$ cat config.mk
export PLATFORM = sky130hd
export DESIGN_NAME = pipe_stall_ctrl_flat
export DESIGN_NICKNAME = d
export VERILOG_FILES = /design/src/rtl/pipe_stall_ctrl_if.sv /design/src/rtl/pipe_stall_ctrl.sv /design/src/flat_wrapper.sv
export SDC_FILE = /design/constraint.sdc
export NUM_CORES = 1
export LEC_CHECK = 0
export ABC_AREA = 0
export CAP_MARGIN = 5
export CORE_MARGIN = 2
export CORE_UTILIZATION = 50
export CTS_BUF_LIST = sky130_fd_sc_hd__clkbuf_4 sky130_fd_sc_hd__clkbuf_8 sky130_fd_sc_hd__clkbuf_16
export DETAILED_ROUTE_END_ITERATION = 12
export MAX_ROUTING_LAYER = met4
export PLACE_DENSITY = 0.86
export SLEW_MARGIN = 15
export SYNTH_ARGS = -nofsm -noshare
export SYNTH_HDL_FRONTEND = slang
export SYNTH_SLANG_ARGS = --single-unit
$ cat constraint.sdc
create_clock -name clk -period 6.7 [get_ports clk]
set_clock_uncertainty 0.05 [all_clocks]
set_input_delay 1.675 -clock clk [delete_from_list [all_inputs] [get_ports clk]]
set_output_delay 1.675 -clock clk [all_outputs]
set_load 0.02 [all_outputs]
$ cat src/rtl/pipe_stall_ctrl_if.sv
// pipe_stall_ctrl_if: hazard/control bundle between the pipeline datapath and the
// stall/flush scheduler.
//   master : pipeline side; drives D/E/M hazard info, MD start and CP0 request,
//            receives register enables, bubble/flush controls, MD status, stall count.
//   slave  : scheduler side (pipe_stall_ctrl); the mirror image of master.
interface pipe_stall_ctrl_if;

  // Hazard information from the D, E and M stages.
  logic [4:0]  d_rs;
  logic [4:0]  d_rt;
  logic [1:0]  d_tuse_rs;
  logic [1:0]  d_tuse_rt;
  logic        d_is_md;
  logic [4:0]  e_wreg;
  logic [1:0]  e_tnew;
  logic [4:0]  m_wreg;
  logic [1:0]  m_tnew;

  // Multiply/divide start and CP0 request.
  logic        e_md_start;
  logic        e_md_div;
  logic        int_req;

  // Pipeline register controls and status.
  logic        pc_en;
  logic        fd_en;
  logic        de_flush;
  logic        em_en;
  logic        mw_en;
  logic        req;
  logic        md_busy;
  logic        md_start_ok;
  logic [31:0] stall_cnt;

  modport master (
    output d_rs, d_rt, d_tuse_rs, d_tuse_rt, d_is_md,
    output e_wreg, e_tnew, m_wreg, m_tnew,
    output e_md_start, e_md_div, int_req,
    input  pc_en, fd_en, de_flush, em_en, mw_en, req,
    input  md_busy, md_start_ok, stall_cnt
  );

  modport slave (
    input  d_rs, d_rt, d_tuse_rs, d_tuse_rt, d_is_md,
    input  e_wreg, e_tnew, m_wreg, m_tnew,
    input  e_md_start, e_md_div, int_req,
    output pc_en, fd_en, de_flush, em_en, mw_en, req,
    output md_busy, md_start_ok, stall_cnt
  );

endinterface

$ cat src/rtl/pipe_stall_ctrl.sv
// pipe_stall_ctrl: central stall/flush scheduler for the 5-stage MIPS pipeline.
//
// Each cycle it decides, from Tuse/Tnew register hazards, multiply/divide unit
// occupancy and the CP0 request, whether D must be held (PC and F/D frozen, a
// bubble inserted into D/E) or the whole pipeline flushed (req). It also owns
// the MD busy counter so the MD unit itself needs no busy output.
//
// Ports:
//   clk    : clock
//   reset  : synchronous, active-high reset
//   bus    : pipe_stall_ctrl_if.slave
//            inputs  d_rs/d_rt/d_tuse_rs/d_tuse_rt/d_is_md, e_wreg/e_tnew,
//                    m_wreg/m_tnew, e_md_start/e_md_div, int_req
//            outputs pc_en, fd_en, de_flush, em_en, mw_en, req, md_busy,
//                    md_start_ok, stall_cnt (hazard-stall cycles since reset)
module pipe_stall_ctrl #(
  parameter int unsigned MULT_CYCLES = 5,
  parameter int unsigned DIV_CYCLES  = 10,
  parameter int unsigned CNT_W       = 4   // must hold DIV_CYCLES
) (
  input  logic            clk,
  input  logic            reset,
  pipe_stall_ctrl_if.slave bus
);

  typedef enum logic [0:0] {
    StIdle,
    StBusy
  } md_state_e;

  md_state_e        state_q, state_d;
  logic [CNT_W-1:0] cnt_q, cnt_d;
  logic [31:0]      stall_cnt_q, stall_cnt_d;

  logic hz_rs;
  logic hz_rt;
  logic st_reg;
  logic st_md;
  logic stall;
  logic md_busy;
  logic md_start_ok;
  logic req;

  // An operand stalls when a producer in E or M will not have its value ready
  // by the time D needs it (Tnew > Tuse). $0 and unused operands never stall.
  function automatic logic operand_hazard(
    input logic [4:0] rsel,
    input logic [1:0] tuse,
    input logic [4:0] e_wreg,
    input logic [1:0] e_tnew,
    input logic [4:0] m_wreg,
    input logic [1:0] m_tnew
  );
    logic e_hit;
    logic m_hit;
    e_hit = (rsel == e_wreg) && (e_tnew > tuse);
    m_hit = (rsel == m_wreg) && (m_tnew > tuse);
    return (rsel != 5'd0) && (tuse != 2'd3) && (e_hit || m_hit);
  endfunction

  //--------------------------------------------------------------------------
  // Stall / flush decision
  //--------------------------------------------------------------------------
  always_comb begin
    hz_rs = operand_hazard(bus.d_rs, bus.d_tuse_rs, bus.e_wreg, bus.e_tnew,
                           bus.m_wreg, bus.m_tnew);
    hz_rt = operand_hazard(bus.d_rt, bus.d_tuse_rt, bus.e_wreg, bus.e_tnew,
                           bus.m_wreg, bus.m_tnew);
  end

  assign st_reg  = hz_rs | hz_rt;
  assign md_busy = (state_q == StBusy);

  // An MD instruction in D waits while the unit is occupied or being started
  // in this very cycle by the instruction in E.
  assign st_md   = bus.d_is_md & (md_busy | bus.e_md_start);

  // The request has priority over any stall; during reset everything is
  // released so the pipeline registers can take their own reset values.
  assign req     = bus.int_req & ~reset;
  assign stall   = (st_reg | st_md) & ~bus.int_req & ~reset;

  // A start squashed by the request must not occupy the MD unit.
  assign md_start_ok = bus.e_md_start & ~bus.int_req;

  assign bus.pc_en       = ~stall;
  assign bus.fd_en       = ~stall;
  assign bus.de_flush    = stall;
  // Stages downstream of D always drain; a flush is handled by req itself.
  assign bus.em_en       = 1'b1;
  assign bus.mw_en       = 1'b1;
  assign bus.req         = req;
  assign bus.md_busy     = md_busy;
  assign bus.md_start_ok = md_start_ok;
  assign bus.stall_cnt   = stall_cnt_q;

  //--------------------------------------------------------------------------
  // MD occupancy FSM
  //--------------------------------------------------------------------------
  always_comb begin
    state_d = state_q;
    cnt_d   = cnt_q;
    unique case (state_q)
      StIdle: begin
        if (md_start_ok) begin
          state_d = StBusy;
          cnt_d   = bus.e_md_div ? CNT_W'(DIV_CYCLES) : CNT_W'(MULT_CYCLES);
        end
      end
      StBusy: begin
        // A start while busy cannot legally happen (st_md holds MD ops in D),
        // so it is ignored rather than reloading the count. The request does
        // not abort an operation in flight.
        cnt_d = cnt_q - CNT_W'(1);
        if (cnt_q == CNT_W'(1)) begin
          state_d = StIdle;
        end
      end
      default: begin
        state_d = StIdle;
        cnt_d   = '0;
      end
    endcase
  end

  //--------------------------------------------------------------------------
  // Hazard-stall counter; wraps naturally at 2^32.
  //--------------------------------------------------------------------------
  always_comb begin
    stall_cnt_d = stall_cnt_q;
    if (stall) begin
      stall_cnt_d = stall_cnt_q + 32'd1;
    end
  end

  always_ff @(posedge clk) begin
    if (reset) begin
      state_q     <= StIdle;
      cnt_q       <= '0;
      stall_cnt_q <= '0;
    end else begin
      state_q     <= state_d;
      cnt_q       <= cnt_d;
      stall_cnt_q <= stall_cnt_d;
    end
  end

endmodule
$ cat src/flat_wrapper.sv
// flat-port wrapper written by rule: the top's interface ports become plain ports
module pipe_stall_ctrl_flat 
#(
  parameter int unsigned MULT_CYCLES = 5,
  parameter int unsigned DIV_CYCLES  = 10,
  parameter int unsigned CNT_W       = 4                          
)
  (clk, reset, bus_d_rs, bus_d_rt, bus_d_tuse_rs, bus_d_tuse_rt, bus_d_is_md, bus_e_wreg, bus_e_tnew, bus_m_wreg, bus_m_tnew, bus_e_md_start, bus_e_md_div, bus_int_req, bus_pc_en, bus_fd_en, bus_de_flush, bus_em_en, bus_mw_en, bus_req, bus_md_busy, bus_md_start_ok, bus_stall_cnt);
  pipe_stall_ctrl_if bus_i ();
  input  logic clk;
  input  logic reset;
  input wire logic [$bits(bus_i.d_rs)-1:0] bus_d_rs;
  input wire logic [$bits(bus_i.d_rt)-1:0] bus_d_rt;
  input wire logic [$bits(bus_i.d_tuse_rs)-1:0] bus_d_tuse_rs;
  input wire logic [$bits(bus_i.d_tuse_rt)-1:0] bus_d_tuse_rt;
  input wire logic [$bits(bus_i.d_is_md)-1:0] bus_d_is_md;
  input wire logic [$bits(bus_i.e_wreg)-1:0] bus_e_wreg;
  input wire logic [$bits(bus_i.e_tnew)-1:0] bus_e_tnew;
  input wire logic [$bits(bus_i.m_wreg)-1:0] bus_m_wreg;
  input wire logic [$bits(bus_i.m_tnew)-1:0] bus_m_tnew;
  input wire logic [$bits(bus_i.e_md_start)-1:0] bus_e_md_start;
  input wire logic [$bits(bus_i.e_md_div)-1:0] bus_e_md_div;
  input wire logic [$bits(bus_i.int_req)-1:0] bus_int_req;
  output wire logic [$bits(bus_i.pc_en)-1:0] bus_pc_en;
  output wire logic [$bits(bus_i.fd_en)-1:0] bus_fd_en;
  output wire logic [$bits(bus_i.de_flush)-1:0] bus_de_flush;
  output wire logic [$bits(bus_i.em_en)-1:0] bus_em_en;
  output wire logic [$bits(bus_i.mw_en)-1:0] bus_mw_en;
  output wire logic [$bits(bus_i.req)-1:0] bus_req;
  output wire logic [$bits(bus_i.md_busy)-1:0] bus_md_busy;
  output wire logic [$bits(bus_i.md_start_ok)-1:0] bus_md_start_ok;
  output wire logic [$bits(bus_i.stall_cnt)-1:0] bus_stall_cnt;
  assign bus_i.d_rs = bus_d_rs;
  assign bus_i.d_rt = bus_d_rt;
  assign bus_i.d_tuse_rs = bus_d_tuse_rs;
  assign bus_i.d_tuse_rt = bus_d_tuse_rt;
  assign bus_i.d_is_md = bus_d_is_md;
  assign bus_i.e_wreg = bus_e_wreg;
  assign bus_i.e_tnew = bus_e_tnew;
  assign bus_i.m_wreg = bus_m_wreg;
  assign bus_i.m_tnew = bus_m_tnew;
  assign bus_i.e_md_start = bus_e_md_start;
  assign bus_i.e_md_div = bus_e_md_div;
  assign bus_i.int_req = bus_int_req;
  assign bus_pc_en = bus_i.pc_en;
  assign bus_fd_en = bus_i.fd_en;
  assign bus_de_flush = bus_i.de_flush;
  assign bus_em_en = bus_i.em_en;
  assign bus_mw_en = bus_i.mw_en;
  assign bus_req = bus_i.req;
  assign bus_md_busy = bus_i.md_busy;
  assign bus_md_start_ok = bus_i.md_start_ok;
  assign bus_stall_cnt = bus_i.stall_cnt;
  pipe_stall_ctrl #(.MULT_CYCLES(MULT_CYCLES), .DIV_CYCLES(DIV_CYCLES), .CNT_W(CNT_W)) u_core (.clk(clk), .reset(reset), .bus(bus_i));
endmodule
==> results <==
- Counting flops with a built-in enable in the synthesized netlist gives 0.
- Power comes to around 470 µW.
- For the finished layout, the period the worst path requires is ~6.2 ns.
- The number of cells on the worst reg-to-reg path is 7.
- Summed over all nets, the switching power comes to ~120 µW.
- The remaining global-route overflow is 0.
- The biggest fanout along the worst timing path is 17.
- The top achievable clock speed is between 0.15 and 0.2 GHz.
- The data arrival time of the critical path is 4.48 ns.
- Data on the critical path is required at its endpoint by between 4 and 5 ns.
- Buffers inserted to repair hold after CTS numbered 0.
- At the end of the flow, the number of nets in the layout was slightly below 400.
- The post-synth design cell area is around 2300 µm².
- Setup violations remaining at the end of the flow were counted as 0.
- After the first detailed-routing iteration, the DRC count stood at about 130.
- The via count of the first global-routing pass is roughly 2.2k.
- The area of combinational cells with multiple inputs is around 1500 µm².
- The reg-to-reg startpoint is u_core.bus.stall_cnt[3].
- In the final timing run, aggregate negative setup slack is 0 ns.
- The synthesized design contains 37 register bits.
- In the global route stage, met3 resource usage came out at 0.0500.
- Yosys printed 0 warnings.
- The power density normalized to cell area is between 150 and 200 nW/µm².
- The most common cell in the synthesized netlist is sky130_fd_sc_hd__dfxtp_1.
- The number of vias after detailed routing is about 2.3k.
- The final worst-path cycle share is 0.926.
- The endpoint of the most critical setup path is bus_fd_en.
- The endpoint of the lowest-slack register-to-register path is u_core.bus.stall_cnt[31].
- From synthesis to final layout, the design area changed by 34.8%.
- Counting every instance in the synthesized netlist gives ~280.
- The area used by sequential logic in the layout is approximately 740 µm².
- The post-CTS clock slew at the launch and capture registers of the worst setup and hold paths is approximately 0.07 ns.
- Buffers added to address setup during post-CTS repair amount to 0.
- The number of primary I/O pins is 74.
- Input and output buffers added on the ports amount to 71.
- The worst pin sits at a relative slew slack of 0.482.
- The run finished with clean final reports.
- The async set-or-reset flop fraction in the synthesized netlist is 0.
- Of the total power, registers draw 0.484.
- In the synthesized netlist the dominant register cell turns out to be sky130_fd_sc_hd__dfxtp_1.
- The floorplan core area is 4410 µm².
- In the global route stage, met2 resource usage came out at 0.430.
- The count of antenna diodes in the layout is 0.
- The static leakage is 1.03 nW.
- The first global-routing pass estimated approximately 10000 µm of wire.
- sky130_fd_sc_hd__dfxtp_1 takes more of the synthesized area than any other cell.
- The critical path is of the input pin to output port type.
- The worst setup path is launched from an input pin.
- The internal power summed over all cells is 352 µW.
- The met1 routing resource usage after global routing is 0.268.
- The floorplan row count is 24.
- The die outline height is slightly above 70 µm.
- Entering global routing, the biggest net connects 40 pins.
- The share of synthesized area occupied by flip-flops and latches is 0.318.
- The final count of pins violating max slew is 0.
- Setup repair after global routing left no endpoint under its margin.
- The post-cts sizing count is 0.
- In the global route stage, overall resource usage came out at 0.240.
- The critical path starts at bus_d_tuse_rt[1].
- The number of vias per cell after detailed routing is around 5.7.
- By count the netlist is led by sky130_fd_sc_hd__dfxtp_1, sky130_fd_sc_hd__xnor2_1, sky130_fd_sc_hd__nor2_1, sky130_fd_sc_hd__a21oi_1, sky130_fd_sc_hd__nand2_1.
- The combinational share of power is 0.175.
- Clock tree synthesis found a total of 37 sinks.
- After synthesis, the mean cell area works out to approximately 8.3 µm².
- The synthesized netlist contains 43 unique library cells.
- The average wire per standard cell is around 15 µm.
- At the pin with the least slew margin, the transition time is just under 0.8 ns.
- The routed wire length is 5920 µm.
- The insertion delay to the later sink of the worst-skew pair is a little under 0.3 ns.
- TritonCTS built the clock tree.
- The maximum clock path buffer count is 2.
- The register-to-register setup slack is roughly 4.4 ns.
- In the post-synthesis netlist, the biggest area contributors are sky130_fd_sc_hd__dfxtp_1, sky130_fd_sc_hd__xnor2_1, sky130_fd_sc_hd__ha_1, sky130_fd_sc_hd__a21oi_1, sky130_fd_sc_hd__nor2_1.
- The die span in x is between 70 and 80 µm.
- CTS placed an instance of sky130_fd_sc_hd__clkbuf_8 at the clock tree root.
- The number of iterations in the first detailed-routing pass is 4.
- After filler insertion, the fill cell instance count of the layout stands at about 360.
- The switching share of total power is 0.254.
- The number of buffers created by CTS is 5.
- Of the cells placed in the final design, the portion with a size suffix greater than 1 is 0.0573.
- The number of antenna violations at the first check in global routing is 0.
- Routability-driven placement finished with a final weighted congestion of between 0.8 and 0.9.
- For this configuration, the core starts out at a cell density of 0.527.
- The number of hold violations in the final report is 0.
- The area of the die is 5220 µm².
- The max-capacitance violation count is 0.
- The class of the most critical hold timing path is flip-flop to flip-flop.
- STA classifies the critical path endpoint as an output port.
- The number of levels the H-tree was split into is 2.
- The most utilized layer in the global route result is met2.
- The largest vdd supply drop is 0.121 mV.
- The relative contribution of the clock network to total power is 0.341.
- The share of synthesized area in the top cell type comes to 0.318.
- The number of remaining DRC errors is 0.
- The placed wire-length estimate is around 4500 µm.
- The antenna violation net count after detailed routing is 0.
## placed cells by master, fill, tap and decap left out, drive strengths merged, types with 3 or more instances in the layout
master,instances
a2111oi,4
a211oi,10
a21oi,22
and4,3
clkbuf,7
clkdlybuf4s50,71
dfxtp,37
ha,11
inv,16
nand2,20
nand3,11
nand4,6
nor2,26
nor2b,5
nor3,8
o21ai,12
o31ai,4
or3,10
or4,4
xnor2,32
xor2,4
## area by class of cell
cell class | count | share of cell area
multi-input combinational | 216 | 0.464
sequential | 37 | 0.236
timing repair buffer | 73 | 0.231
clock buffer | 7 | 0.0287
tap | 52 | 0.0207
inverter | 16 | 0.0191
## state kept, by name (all words and copies together), names as in the netlist
| signal | cells |
|---|---|
| u_core.bus.md_busy | 1 |
| u_core.bus.stall_cnt | 32 |
| u_core.cnt_q | 4 |
## worst min-delay path by stage
stage / depth (start not counted) / slack (ns) / from / endpoint
6_report: 2 / 0.45 / u_core.bus.stall_cnt[6] / u_core.bus.stall_cnt[6]
5_1_grt: 2 / 0.49 / u_core.bus.stall_cnt[6] / u_core.bus.stall_cnt[6]
4_1_cts: 2 / 0.45 / u_core.bus.stall_cnt[6] / u_core.bus.stall_cnt[6]
3_5_place_dp: 2 / 0.44 / u_core.bus.stall_cnt[6] / u_core.bus.stall_cnt[6]
3_3_place_gp: 2 / 0.43 / u_core.bus.stall_cnt[12] / u_core.bus.stall_cnt[12]
2_1_floorplan: 2 / 0.42 / u_core.cnt_q[3] / u_core.cnt_q[3]
## power groups by stage
stage	clock network (mW)	logic [mW]	registers [mW]
3_3_place_gp	0	0.0803	0.233
6_report	0.160	0.0826	0.228
3_5_place_dp	0	0.0825	0.233
4_1_cts	0.161	0.0829	0.228
2_1_floorplan	0	0.0441	0.233
5_1_grt	0.173	0.0908	0.228
## per-layer routing
metal / vias up / routed length, µm
met5: - / 0
met4: 0 / 82
met3: 9 / 227
met2: 59 / 3110
met1: 1084 / 2500
li1: 1144 / -
## metrics by stage
stage	cells	util	hold WS (ns)	cell area, µm²	setup slack (ns)
2_1_floorplan	283	-	0.417	2330	1.58
3_3_place_gp	394	0.690	0.428	3050	0.560
3_5_place_dp	394	0.690	0.441	3050	0.509
4_1_cts	401	0.711	0.454	3140	0.480
5_1_grt	401	0.711	0.488	3140	0.344
6_report	401	0.711	0.451	3140	0.498
## critical path, stage by stage
cell and delay [ns]:
sky130_fd_sc_hd__clkdlybuf4s50_1 0.49, sky130_fd_sc_hd__inv_1 0.06, sky130_fd_sc_hd__ha_1 0.28, sky130_fd_sc_hd__a21oi_1 0.17, sky130_fd_sc_hd__nor4_2 0.08, sky130_fd_sc_hd__o21ai_2 0.63
sky130_fd_sc_hd__nand2_1 0.27, sky130_fd_sc_hd__nand2b_1 0.19, sky130_fd_sc_hd__clkdlybuf4s50_1 0.62
## logic make-up (layout without fill, tap and decap cells)
family	Yosys count	count (layout)	share of synthesized area
and+or+nand+nor	101	101	0.230
AOI/OAI and AO/OA	65	65	0.193
buffers and inverters	30	96	0.0581
xor gates and xnor gates	36	36	0.135
adders and majority gates	11	11	0.0591
muxes	1	1	0.00430
DFF	37	37	0.318
other	1	2	0.00161
Power figures use the tool's default switching activity.
==> RTL change: new RTL, config.mk and constraints unchanged <==
Make the reset (`reset`) asynchronous in one clocked block. Comments in the files are not updated.
--- a/src/rtl/pipe_stall_ctrl.sv
+++ b/src/rtl/pipe_stall_ctrl.sv
@@ -135,3 +135,3 @@
 
-  always_ff @(posedge clk) begin
+  always_ff @(posedge clk or posedge reset) begin
     if (reset) begin
Function: differs if reset is asserted again (counterexample within 4 cycles, from zero or initial values and one cycle with reset high); with reset held inactive, the same outputs for 10 cycles.
==> RTL change against the original RTL <==
Maximum frequency up 1.8%. First-iteration DRC count down 5.6%. Sequential cell count unchanged. Design area up 1.8%. Routed wire length down 14%. Worst setup slack better by 0.11 ns. Area after synthesis up 1.9%. Critical path depth up 2. Critical endpoint is now bus_pc_en.
Power is not compared: it rests on default switching activity, and its combinational part moved more than twofold at a synthesized area within 25%.
==> RTL change: results (changes against the original RTL) <==
Layout
  • Max FFs per register: 32 (unchanged)
  • Antenna cells: 0 (unchanged)
  • # fillers: 351 (was 363)
  • Nets: 358 (was 394)
  • Share of post-route cells with drive strength above 1: 0.07325 (was 0.05731)
  • Final Non-Filler Cells: 368 (was 401)

Routing
  • Vias per cell: 5.410 (was 5.726)
  • DR WL/cell: 13.87 um (was 14.77 um)
  • TritonRoute pass-1 iters: 4 (unchanged)
  • Starting DRT DRC Count: 118 (was 125)

Logic synthesis
  • Synth warn: 0 (unchanged)
  • Synth top cells by count: 37 x dfrtp_1, 35 x xnor2_1, 24 x nand3_1, 17 x xor2_1, 15 x and3_1 (was 37 x dfxtp_1, 32 x xnor2_1, 26 x nor2_1, 22 x a21oi_1, 20 x nand2_1)
  • Ranking of synthesized cells by area: dfrtp_1 39%, xnor2_1 13%, xor2_1 6.3% (was dfxtp_1 32%, xnor2_1 12%, ha_1 5.9%)
  • Most used DFF post-synth: dfrtp_1 (was dfxtp_1)
  • Average size of a mapped cell: 9.803 um2 (was 8.253 um2)
  • Netlist cell types: 40 (was 43)
  • Asr flop ratio synth: 1.000 (was 0)
  • Register area share after synthesis: 0.3903 (was 0.3183)

Placement
  • Pre-CTS setup slack: 0.6199 ns (was 0.5088 ns)
  • Hpwl dp: 4118 um (was 4518 um)
  • RePlAce Congestion: 0.9276 (was 0.8770)
  • Buffers added on ports: 71 (unchanged)
  • DP Area: 3105 um2 (was 3047 um2)

Clocking
  • H-tree depth: 2 (unchanged)
  • Post-CTS Setup Bufs: 0 (unchanged)
  • Worst-case clock buffer depth: 2 (unchanged)
  • Clock buffer count from CTS: 5 (unchanged)
  • Clk_lat worst skew: 0.29 ns (about the same)
  • Post-CTS Resized: 0 (unchanged)
  • Clk pin slew, worst setup/hold paths: 0.07 ns (about the same)
  • Root Driver: clkbuf_8 (unchanged)

Global route
  • First-pass GRT wire length: 8493 um (was 9798 um)
  • Initial antenna violation count: 0 (unchanged)
  • Number of global-route vias before repair: 1,930 (was 2,224)
  • GRT Total Usage: 0.2098 (was 0.2401)
  • Pin count of the biggest net entering global routing: 32 (was 40)

Worst setup path
  • Slowest cell on the critical path: clkdlybuf4s50_1 (was o21ai_2)
  • Internal reg-to-reg setup slack: 4.58 ns (was 4.40 ns)
  • Max incr delay on CP: 0.61 ns (was 0.63 ns)
  • Top cell family by delay on the critical path: buffers and inverters (unchanged)
  • CP arrival: 4.36 ns (was 4.48 ns)
  • Critical-path maximum fanout: 11 (was 17)

STA
  • # setup viols final: 0 (unchanged)
  • Setup_tns: 0 ns (unchanged)
  • Crit share post-route: 0.9089 (was 0.9256)
  • WHS: 0.4438 ns (was 0.4509 ns)

Power
  • Worst VDD drop: 0.1005 mV
  • Leakage: 1.395 nW

Outcome
  • Status: finished clean (unchanged)

Hold path
  • Hold Crit Class: flop to flop (unchanged)
-- RTL change: report_power, final --
group | leakage, nW | internal, mW | switching (mW)
Clock | 0.0484 | 0.0760 | 0.0752
Sequential | 0.496 | 0.254 | 0.0357
Combinational | 0.851 | 0.104 | 0.106
Total | 1.40 | 0.434 | 0.217
-- RTL change: area by class of cell --
class	count	area, um2	share of cell area
Inverter	13	48.80	0.01529
Multi-Input combinational cell	183	1338	0.4191
Clock buffer	6	76.32	0.02391
Timing Repair Buffer	73	725.7	0.2274
Clock inverter	2	10.01	0.003136
Tap cell	54	67.56	0.02117
Sequential cell	37	925.9	0.2901
-- RTL change: final timing paths --
path	startpoint	to	cells after the start
min in group asynchronous	reset	u_core.bus.stall_cnt[3]	2
max reg2reg	u_core.bus.stall_cnt[0]	u_core.bus.stall_cnt[28]	8
max in group asynchronous	reset	u_core.bus.stall_cnt[22]	3
min	u_core.bus.stall_cnt[30]	u_core.bus.stall_cnt[30]	1
max	bus_d_tuse_rt[1]	bus_pc_en	11
min reg2reg	u_core.bus.stall_cnt[30]	u_core.bus.stall_cnt[30]	1
-- RTL change: routing by layer --
metal,track usage,part of all wire
met1,0.2562,0.43
met4,0.07613,0.014
met2,0.3444,0.49
met3,0.04282,0.061
met5,-,0
-- RTL change: kinds of logic (layout without fill, tap and decap cells) --
kind of cell,count (synthesis),count (layout),synth area share
muxes,1,1,0.004746
xor gates and xnor gates,52,52,0.1920
buffers and inverters,23,94,0.04747
DFF,37,37,0.3903
other,1,2,0.001581
AOI/OAI and AO/OA,20,20,0.06698
and+or+nand+nor,97,97,0.2389
adders and majority gates,11,11,0.05802
